### src/rtl/kmeans_centroid_update.sv
// kmeans_centroid_update
// Per-frame cluster accumulator and mean calculator for the colour-quantisation
// pipeline. Pixels are summed per winning cluster index. On frame end each
// cluster's mean colour is computed with three parallel restoring dividers and
// streamed out in index order.
module kmeans_centroid_update #(
    parameter int CNT_W = 12
) (
    input  logic        clk,
    input  logic        rst,
    input  logic        clear,
    input  logic        pix_valid,
    output logic        pix_ready,
    input  logic [23:0] pix_in,
    input  logic [2:0]  pix_index,
    input  logic        frame_end,
    output logic        c_valid,
    output logic [2:0]  c_idx,
    output logic [23:0] c_out,
    output logic        c_empty,
    output logic        busy,
    output logic        done,
    output logic        ovf
);

    localparam int SUM_W = CNT_W + 8;
    localparam int ITW   = $clog2(SUM_W);

    typedef enum logic [1:0] {
        ACCUM,
        LOAD,
        ITER,
        EMIT
    } state_t;

    state_t state;

    // Accumulators; channel 0 = B, 1 = G, 2 = R (matches pix_in[8*c +: 8])
    logic [SUM_W-1:0] sum_q [8][3];
    logic [CNT_W-1:0] cnt_q [8];

    logic [2:0]       k;

    // Divider datapath: shared divisor, one dividend/remainder/quotient per channel
    logic [SUM_W-1:0] dvd [3];
    logic [CNT_W-1:0] rem [3];
    logic [6:0]       quo [3];
    logic [CNT_W-1:0] dvs;
    logic             zero_div;
    logic [ITW-1:0]   it_cnt;

    logic [CNT_W:0]   trial  [3];
    logic [CNT_W:0]   diff   [3];
    logic             ge     [3];
    logic [CNT_W-1:0] rem_nx [3];
    logic [7:0]       quo_nx [3];

    // One restoring-division step per channel: shift in the next dividend bit,
    // subtract the divisor when it fits (borrow bit of the difference decides).
    always_comb begin
        for (int unsigned c = 0; c < 3; c++) begin
            trial[c]  = {rem[c], dvd[c][SUM_W-1]};
            diff[c]   = trial[c] - {1'b0, dvs};
            ge[c]     = ~diff[c][CNT_W];
            rem_nx[c] = ge[c] ? diff[c][CNT_W-1:0] : trial[c][CNT_W-1:0];
            quo_nx[c] = {quo[c], ge[c]};
        end
    end

    // Control FSM, accumulator update, divider sequencing and registered outputs
    always_ff @(posedge clk or negedge rst) begin
        if (!rst) begin
            state     <= ACCUM;
            k         <= '0;
            dvs       <= '0;
            zero_div  <= 1'b0;
            it_cnt    <= '0;
            pix_ready <= 1'b1;
            busy      <= 1'b0;
            c_valid   <= 1'b0;
            c_idx     <= '0;
            c_out     <= '0;
            c_empty   <= 1'b0;
            done      <= 1'b0;
            ovf       <= 1'b0;
            for (int unsigned i = 0; i < 8; i++) begin
                cnt_q[i] <= '0;
                for (int unsigned c = 0; c < 3; c++) begin
                    sum_q[i][c] <= '0;
                end
            end
            for (int unsigned c = 0; c < 3; c++) begin
                dvd[c] <= '0;
                rem[c] <= '0;
                quo[c] <= '0;
            end
        end else if (clear) begin
            // Abort: drop the frame and any division in flight
            state     <= ACCUM;
            k         <= '0;
            pix_ready <= 1'b1;
            busy      <= 1'b0;
            c_valid   <= 1'b0;
            done      <= 1'b0;
            ovf       <= 1'b0;
            for (int unsigned i = 0; i < 8; i++) begin
                cnt_q[i] <= '0;
                for (int unsigned c = 0; c < 3; c++) begin
                    sum_q[i][c] <= '0;
                end
            end
        end else begin
            c_valid <= 1'b0;
            done    <= 1'b0;
            case (state)
                ACCUM: begin
                    if (pix_valid && pix_ready) begin
                        if (cnt_q[pix_index] == '1) begin
                            ovf <= 1'b1;
                        end else begin
                            cnt_q[pix_index] <= cnt_q[pix_index] + CNT_W'(1);
                            for (int unsigned c = 0; c < 3; c++) begin
                                sum_q[pix_index][c] <= sum_q[pix_index][c]
                                                       + SUM_W'(pix_in[8*c +: 8]);
                            end
                        end
                    end
                    if (frame_end) begin
                        k         <= '0;
                        state     <= LOAD;
                        busy      <= 1'b1;
                        pix_ready <= 1'b0;
                    end
                end

                LOAD: begin
                    for (int unsigned c = 0; c < 3; c++) begin
                        dvd[c] <= sum_q[k][c];
                        rem[c] <= '0;
                        quo[c] <= '0;
                    end
                    dvs      <= cnt_q[k];
                    zero_div <= (cnt_q[k] == '0);
                    it_cnt   <= ITW'(SUM_W - 1);
                    state    <= ITER;
                end

                ITER: begin
                    for (int unsigned c = 0; c < 3; c++) begin
                        dvd[c] <= {dvd[c][SUM_W-2:0], 1'b0};
                        rem[c] <= rem_nx[c];
                        quo[c] <= quo_nx[c][6:0];
                    end
                    // The final quotient bit is folded straight into c_out so that
                    // c_valid is already registered high during the EMIT cycle.
                    if (it_cnt == '0) begin
                        state   <= EMIT;
                        c_valid <= 1'b1;
                        c_idx   <= k;
                        c_empty <= zero_div;
                        c_out   <= zero_div ? '0 : {quo_nx[2], quo_nx[1], quo_nx[0]};
                        done    <= (k == 3'd7);
                    end else begin
                        it_cnt <= it_cnt - ITW'(1);
                    end
                end

                EMIT: begin
                    if (k == 3'd7) begin
                        state     <= ACCUM;
                        busy      <= 1'b0;
                        pix_ready <= 1'b1;
                        for (int unsigned i = 0; i < 8; i++) begin
                            cnt_q[i] <= '0;
                            for (int unsigned c = 0; c < 3; c++) begin
                                sum_q[i][c] <= '0;
                            end
                        end
                    end else begin
                        k     <= k + 3'd1;
                        state <= LOAD;
                    end
                end

                default: state <= ACCUM;
            endcase
        end
    end

endmodule

### config.mk
export PLATFORM = sky130hd
export DESIGN_NAME = kmeans_centroid_update
export DESIGN_NICKNAME = d
export VERILOG_FILES = /design/src/rtl/kmeans_centroid_update.sv
export SDC_FILE = /design/constraint.sdc
export NUM_CORES = 2
export LEC_CHECK = 0
export ABC_AREA = 1
export BUFFER_PORTS_ARGS = -buffer_cell sky130_fd_sc_hd__buf_2
export CAP_MARGIN = 20
export CORE_ASPECT_RATIO = 1.1
export CORE_MARGIN = 8
export CORE_UTILIZATION = 35
export DETAILED_ROUTE_END_ITERATION = 8
export SYNTH_ARGS = -nofsm -noshare
export SYNTH_HDL_FRONTEND = slang
export SYNTH_SLANG_ARGS = --single-unit
### constraint.sdc
create_clock -name clk -period 3.3 [get_ports clk]
set_input_delay 0.165 -clock clk [delete_from_list [all_inputs] [get_ports clk]]
set_output_delay 0.165 -clock clk [all_outputs]
set_load 0.02 [all_outputs]
; After elaboration in Yosys (flattened, before gate mapping)
; Index checks and enable logic that the tools add are counted.
[op_classes]
n_eq_ne = 12
n_reduce_logical = 19
bitwise = 6
n_addsub = 9
muxes = 70
magnitude_cmp = 3
[op_table]
columns = cell, count
row1 = 480-bit two-way mux, 4
row2 = 480-bit bitwise mux, 3
row3 = 480-bit case mux with 2 select lines, 1
row4 = 60-bit demux with 3-bit select, 3
row5 = 96-bit two-way mux, 4
row6 = 60-bit binary-select mux with 3-bit select, 2
row7 = 60-bit two-way mux, 5
row8 = 96-bit case mux with 2 select lines, 1
row9 = 60-bit case mux with 2 select lines, 1
row10 = 96-bit bitwise mux, 1
row11 = 12-bit two-way mux, 8
row12 = 12-bit binary-select mux with 3-bit select, 2
row13 = 36-bit case mux with 2 select lines, 1
row14 = 20-bit by 8-bit adder with 20-bit output, 3
row15 = 21-bit case mux with 2 select lines, 1
row16 = 40-bit two-way mux, 1
row17 = 13-bit by 12-bit subtractor with 13-bit output, 3
row18 = 12-bit demux with 3-bit select, 1
row19 = 24-bit two-way mux, 1
row20 = 20-bit two-way mux, 1
row21 = "3-bit inequality test, second input constant", 6
row22 = 1-bit two-way mux, 17
row23 = 3-bit AND reduction, 5
row24 = "12-bit by 1-bit adder with 12-bit output, second input constant", 1
row25 = 26 further kinds, 43
[word_totals]
wordCells = 173
inputBits = 32
output_inout_bits = 33
ff_bits = 749

; Longest topological paths before layout
[depth]
word_depth = 12
mapped_depth = 24
mapped_depth_nobuf = 21

; Worst setup path after synthesis
; Ideal clock, no wire load.
[synth_path]
path_type = input to register
from = input pix_index[0]
to = register sum_q[456] in the netlist's numbering
t_required_ns = 3.157
arrival_ns = 3.553
path_slack_ns = -0.396
setup_time_ns = 0.143
n_path_buf = 7
path_stages = 22
path_cell_list = buf_6 buf_6 buf_8 buf_8 buf_6 buf_4 nand3_4 buf_1 o2bb2ai_1 a221oi_1 o2111ai_1 ha_1 fa_1 a21oi_1 o21ai_0 nand2_1 nand2_1 nand3_2 nor2_2 nand2_1 xor2_1 o21ai_0
[synth_via]
elab_chain_len = 12
word_cells_on_any_way = 27
classes_between = add/sub: 3 / order compare: 2 / eq/ne: 2 / mux: 17 / bitwise: 1 / reduce/logical: 2
[synth_rtl]
columns = item, line
row1 = start: declaration, 15  ; input logic [2:0] pix_index,
row2 = 3-bit inverter with 4-bit output (not written as such) *, "118, 123"
row3 = 60-bit binary-select mux with 3-bit select, 123  ; sum_q[pix_index][c] <= sum_q[pix_index][c]
row4 = 60-bit two-way mux (not written as such) (2 in a row), 123
row5 = 20-bit by 8-bit adder with 20-bit output, 124  ; + SUM_W'(pix_in[8*c +: 8]);
row6 = 480-bit bitwise mux (3 in a row), 123
row7 = 480-bit two-way mux, 118  ; if (cnt_q[pix_index] == '1) begin
row8 = 480-bit two-way mux, 117  ; if (pix_valid && pix_ready) begin
row9 = 480-bit case mux with 2 select lines, 115  ; case (state)
row10 = 480-bit two-way mux, 97  ; end else if (clear) begin
row11 = end signal: indexed assignment, 123
row12 = end: declaration, 39  ; logic [SUM_W-1:0] sum_q [8][3];
; Mark *: on every way between the ends. The rest lies on a longest branch, timed or not. The select of a mux whose other input is x is not followed.
; A chain may end at the register's enable or synchronous reset.

; Worst setup path after layout
[layout_path]
from = register sum_q[200] in the netlist's numbering
to = register sum_q[392] in the netlist's numbering
[layout_via]
elab_chain_len = 10
[layout_rtl]
columns = item, line
row1 = 60-bit binary-select mux with 3-bit select, 123
row2 = 60-bit two-way mux (2 in a row), --
row3 = 20-bit by 8-bit adder with 20-bit output, 124
row4 = 480-bit bitwise mux (2 in a row), 123
row5 = 480-bit two-way mux, 118
row6 = 480-bit two-way mux, 117
row7 = 480-bit case mux with 2 select lines, 115
row8 = 480-bit two-way mux, 97
; Every way passes these cells. The select of a mux whose other input is x is not followed.

==> metrics.csv <==
metric;value;unit
status;finished clean;
drc;0;
hold_viol;0;
layout-drive-gt1-share;0.107;
min_period_over_period;0.966;
synth_warnings;0;
worst-path-buf-inv;1;
top_usage_layer;met2;
antenna_found_initial;3;
required;3.84;ns
cellLeakagePower;22.0;nW
cts_inserted_buffers;86;
clock.fmax;0.314;GHz
max_stage_delay;0.42;ns
dieArea;131000;um2
clock_path_buffers;3;
synth_seq_cells;749;
slew_headroom;0.307;
drt_iter0_drc;3930;
die-width;346;um
io_buffer_count;64;
cts_setup_buffers;0;
syn_to_final_growth;16.2;%
vias;40003;
cap_violations;0;
p_clk_frac;0.289;
initial_core_util;0.352;
regToRegStartpoint;sum_q[200]$_DFFE_PN0P_;
power;0.0340;W
grt_util_all_layers;0.226;
ir_drop;669;uV
synth_async_sr_flop_share;1.00;
rsz0062_at_grt;no;
wl_per_cell;20.8;um
whs;0.0461;ns
crit_type;reg2reg;
dieHeight;379;um
ys_types;56;
drt-pass1-iter-count;6;
pwr-share-seq;0.319;
place.gp.congestion;0.873;
core_area;119000;um2
slowest_stage;dfrtp_1;
report.final.slew_viol_count;0;
worst_path_most_repeated_cell;nand2_1;
worstSetupEndpointType;flop;
pwr_density_cell;699;nW/um2
dp_hpwl;92.3;mm
fin_nets;5788;
yosysSeqAreaShare;0.448;
cts_tree;built;
cts_root_buffer;clkbuf_16;
cp-startpoint;sum_q[200]$_DFFE_PN0P_;
syn_area_per_cell;7.51;um2
place_ws;-0.284;ns
cp_max_fo;8;
timing.final.ws_setup;0.111;ns
use_met3;0.0371;
p_switching;0.0138;W
path_cells;o2bb2ai_1 -> a221oi_1 -> o2111ai_1 -> ha_2 -> fa_2 -> a21oi_1 -> o21ai_1 -> nand2_1 -> nand2_1 -> nand3_2 -> nor2_2 -> xnor2_2 -> buf_4 -> o21ai_0;
cts_max_level;3;
finClkSkew;0.0338;ns
synthFlopType;dfrtp_1;
finalCriticalPeriod;3.19;ns
seqCellArea;18800;um2
tns;0;ns
synth_cells;5568;
boundaryPins;65;
syn_nets;5676;
fp-row-count;133;
first_global_vias;39169;
clock_latency;0.68;ns
switching_share;0.408;
grt_pass1_wl;235;mm
viasPerCell;5.48;
multiInputGateArea;19900;um2
min_from;pix_in[16];
use_met2;0.385;
syn-cell-area;41800;um2
fillCellCount;12092;
worstMarginPinSlew;1.04;ns
setup_viol;0;
grt-ovfl-total;0;
path_clk_slew;0.06;ns
p_comb_frac;0.392;
numClockSinks;749;
hp-class;in2reg;
routed_wl;152;mm
cp.arrival;3.72;ns
synth-edff-count;0;
cp_top_family;compound AO/OA/AOI/OAI gates;
critPathLaunchType;flop;
internal_power;0.0201;W
antenna_left;0;
grt_use_met1;0.285;
grt_start_max_net_pins;161;
cell families after synthesis:
logic type	synth area share
xor+xnor	0.0158
buf+inv	0.0788
fa+ha+maj	0.0238
compound gates	0.198
flops	0.448
simple gates	0.235
path summary, 6_finish.rpt:
kind	cells after the start	end	slack, ns
max	14	sum_q[392]$_DFFE_PN0P_	0.11
min	4	sum_q[0]$_DFFE_PN0P_	0.05
min in group asynchronous	2	sum_q[435]$_DFFE_PN0P_	0.08
max reg2reg	14	sum_q[392]$_DFFE_PN0P_	0.11
max in group asynchronous	3	sum_q[45]$_DFFE_PN0P_	2.20
min reg2reg	2	c_out[17]$_DFFE_PN0P_	0.48
Yosys cell counts (3+ instances only):
library cell  count  area share
buf_8             3      0.0011
o2bb2ai_1         8      0.0017
nor2_1          204       0.018
xor2_1           39      0.0082
fa_1              6      0.0029
nand3_4          11      0.0046
a221oi_1         29      0.0061
or2_2             4     0.00060
a21oi_1         187       0.022
o2111ai_1        16      0.0033
o21ai_0         791       0.095
xnor2_1          29      0.0061
buf_1            32      0.0029
nand3_2           8      0.0019
a31oi_1           8      0.0012
nor2_2           12      0.0018
o22ai_1          46      0.0069
o211ai_1        117       0.021
nor3_1            7     0.00084
inv_1           362       0.032
nand2_2          15      0.0022
ha_1             70       0.021
dfrtp_1         748        0.45
o221ai_1         16      0.0033
a22oi_1          24      0.0043
o21a_1            8      0.0014
nand2_1        1893        0.17
inv_2             8     0.00072
o21ai_1         239       0.029
buf_6            37       0.010
clkinv_1          4     0.00036
buf_2            69      0.0083
nor2_4            4      0.0011
nand4_1          21      0.0031
nand3b_1          4     0.00072
nand3_1         244       0.029
a21boi_0          4     0.00072
clkbuf_1        178       0.016
buf_4            39      0.0070
final cells by class:
| type | instances | share of cell area |
|---|---|---|
| timing repair buffer | 382 | 0.0761 |
| tap | 1552 | 0.0399 |
| clock inverter | 35 | 0.00754 |
| inverter | 375 | 0.0293 |
| multi-input combinational | 4086 | 0.410 |
| antenna | 1 | 0.0000515 |
| sequential | 749 | 0.386 |
| clock buffer | 122 | 0.0512 |
flip-flops by register name, summed over array words and instances, names as in the netlist:
signal / cells
sum_q: 480
cnt_q: 96
dvd: 60
rem: 36
c_out: 24
quo: 21
dvs: 12
it_cnt: 5
c_idx: 3
k: 3
state: 2
busy: 1
c_empty: 1
c_valid: 1
done: 1
ovf: 1
pix_ready: 1
zero_div: 1
routing by layer:
metal	vias to the layer above	routed length, um
met2	1728	71300
met5	-	0
met1	19224	61700
met3	409	12000
li1	18642	-
met4	0	6890
worst min-delay path, cell delays in order:
cell     delay (ns)
buf_2          0.12
ha_1           0.13
inv_1          0.11
o21ai_1        0.15
power groups by stage:
| stage | combinational, W | sequential (W) | clock [W] |
|---|---|---|---|
| floorplan | 0.00842 | 0.0108 | 0 |
| global placement | 0.0130 | 0.0110 | 0 |
| detailed placement | 0.0132 | 0.0110 | 0 |
| CTS | 0.0133 | 0.0108 | 0.00998 |
| global route | 0.0146 | 0.0109 | 0.0103 |
| finish | 0.0133 | 0.0108 | 0.00980 |
layout by cell type, fill, tap and decap left out, drive strengths merged, types with 3 or more instances in the layout:
cell,instances
or2,5
dfrtp,748
a21oi,189
clkinv,21
nand4,21
o21bai,3
a31oi,8
nor2,220
o211ai,117
dlygate4sd3,4
a221oi,29
fa,6
bufinv,6
ha,70
nand3b,4
inv,374
xor2,41
o2111ai,16
buf,378
o2bb2ai,8
nand3,263
nor3,7
nand2,1909
o21ai,1031
clkbuf,122
o22ai,46
xnor2,31
a22oi,24
a21boi,4
o21a,8
clkinvlp,9
o221ai,16
per-stage QoR:
step,area (um2),instances,utilization
2_1_floorplan,41900,5568,-
3_3_place_gp,45700,7140,0.384
3_5_place_dp,45700,7140,0.384
4_1_cts,48600,7301,0.408
5_1_grt,48600,7302,0.409
6_report,48600,7302,0.409
timing repair:
action                                  CTS  global route
endpoints found under the setup margin    0            23
resized for setup                         0             2
endpoints found under the hold margin   161             0
hold buffers                              4             0
Note: power is estimated with default switching activity, not from simulation.
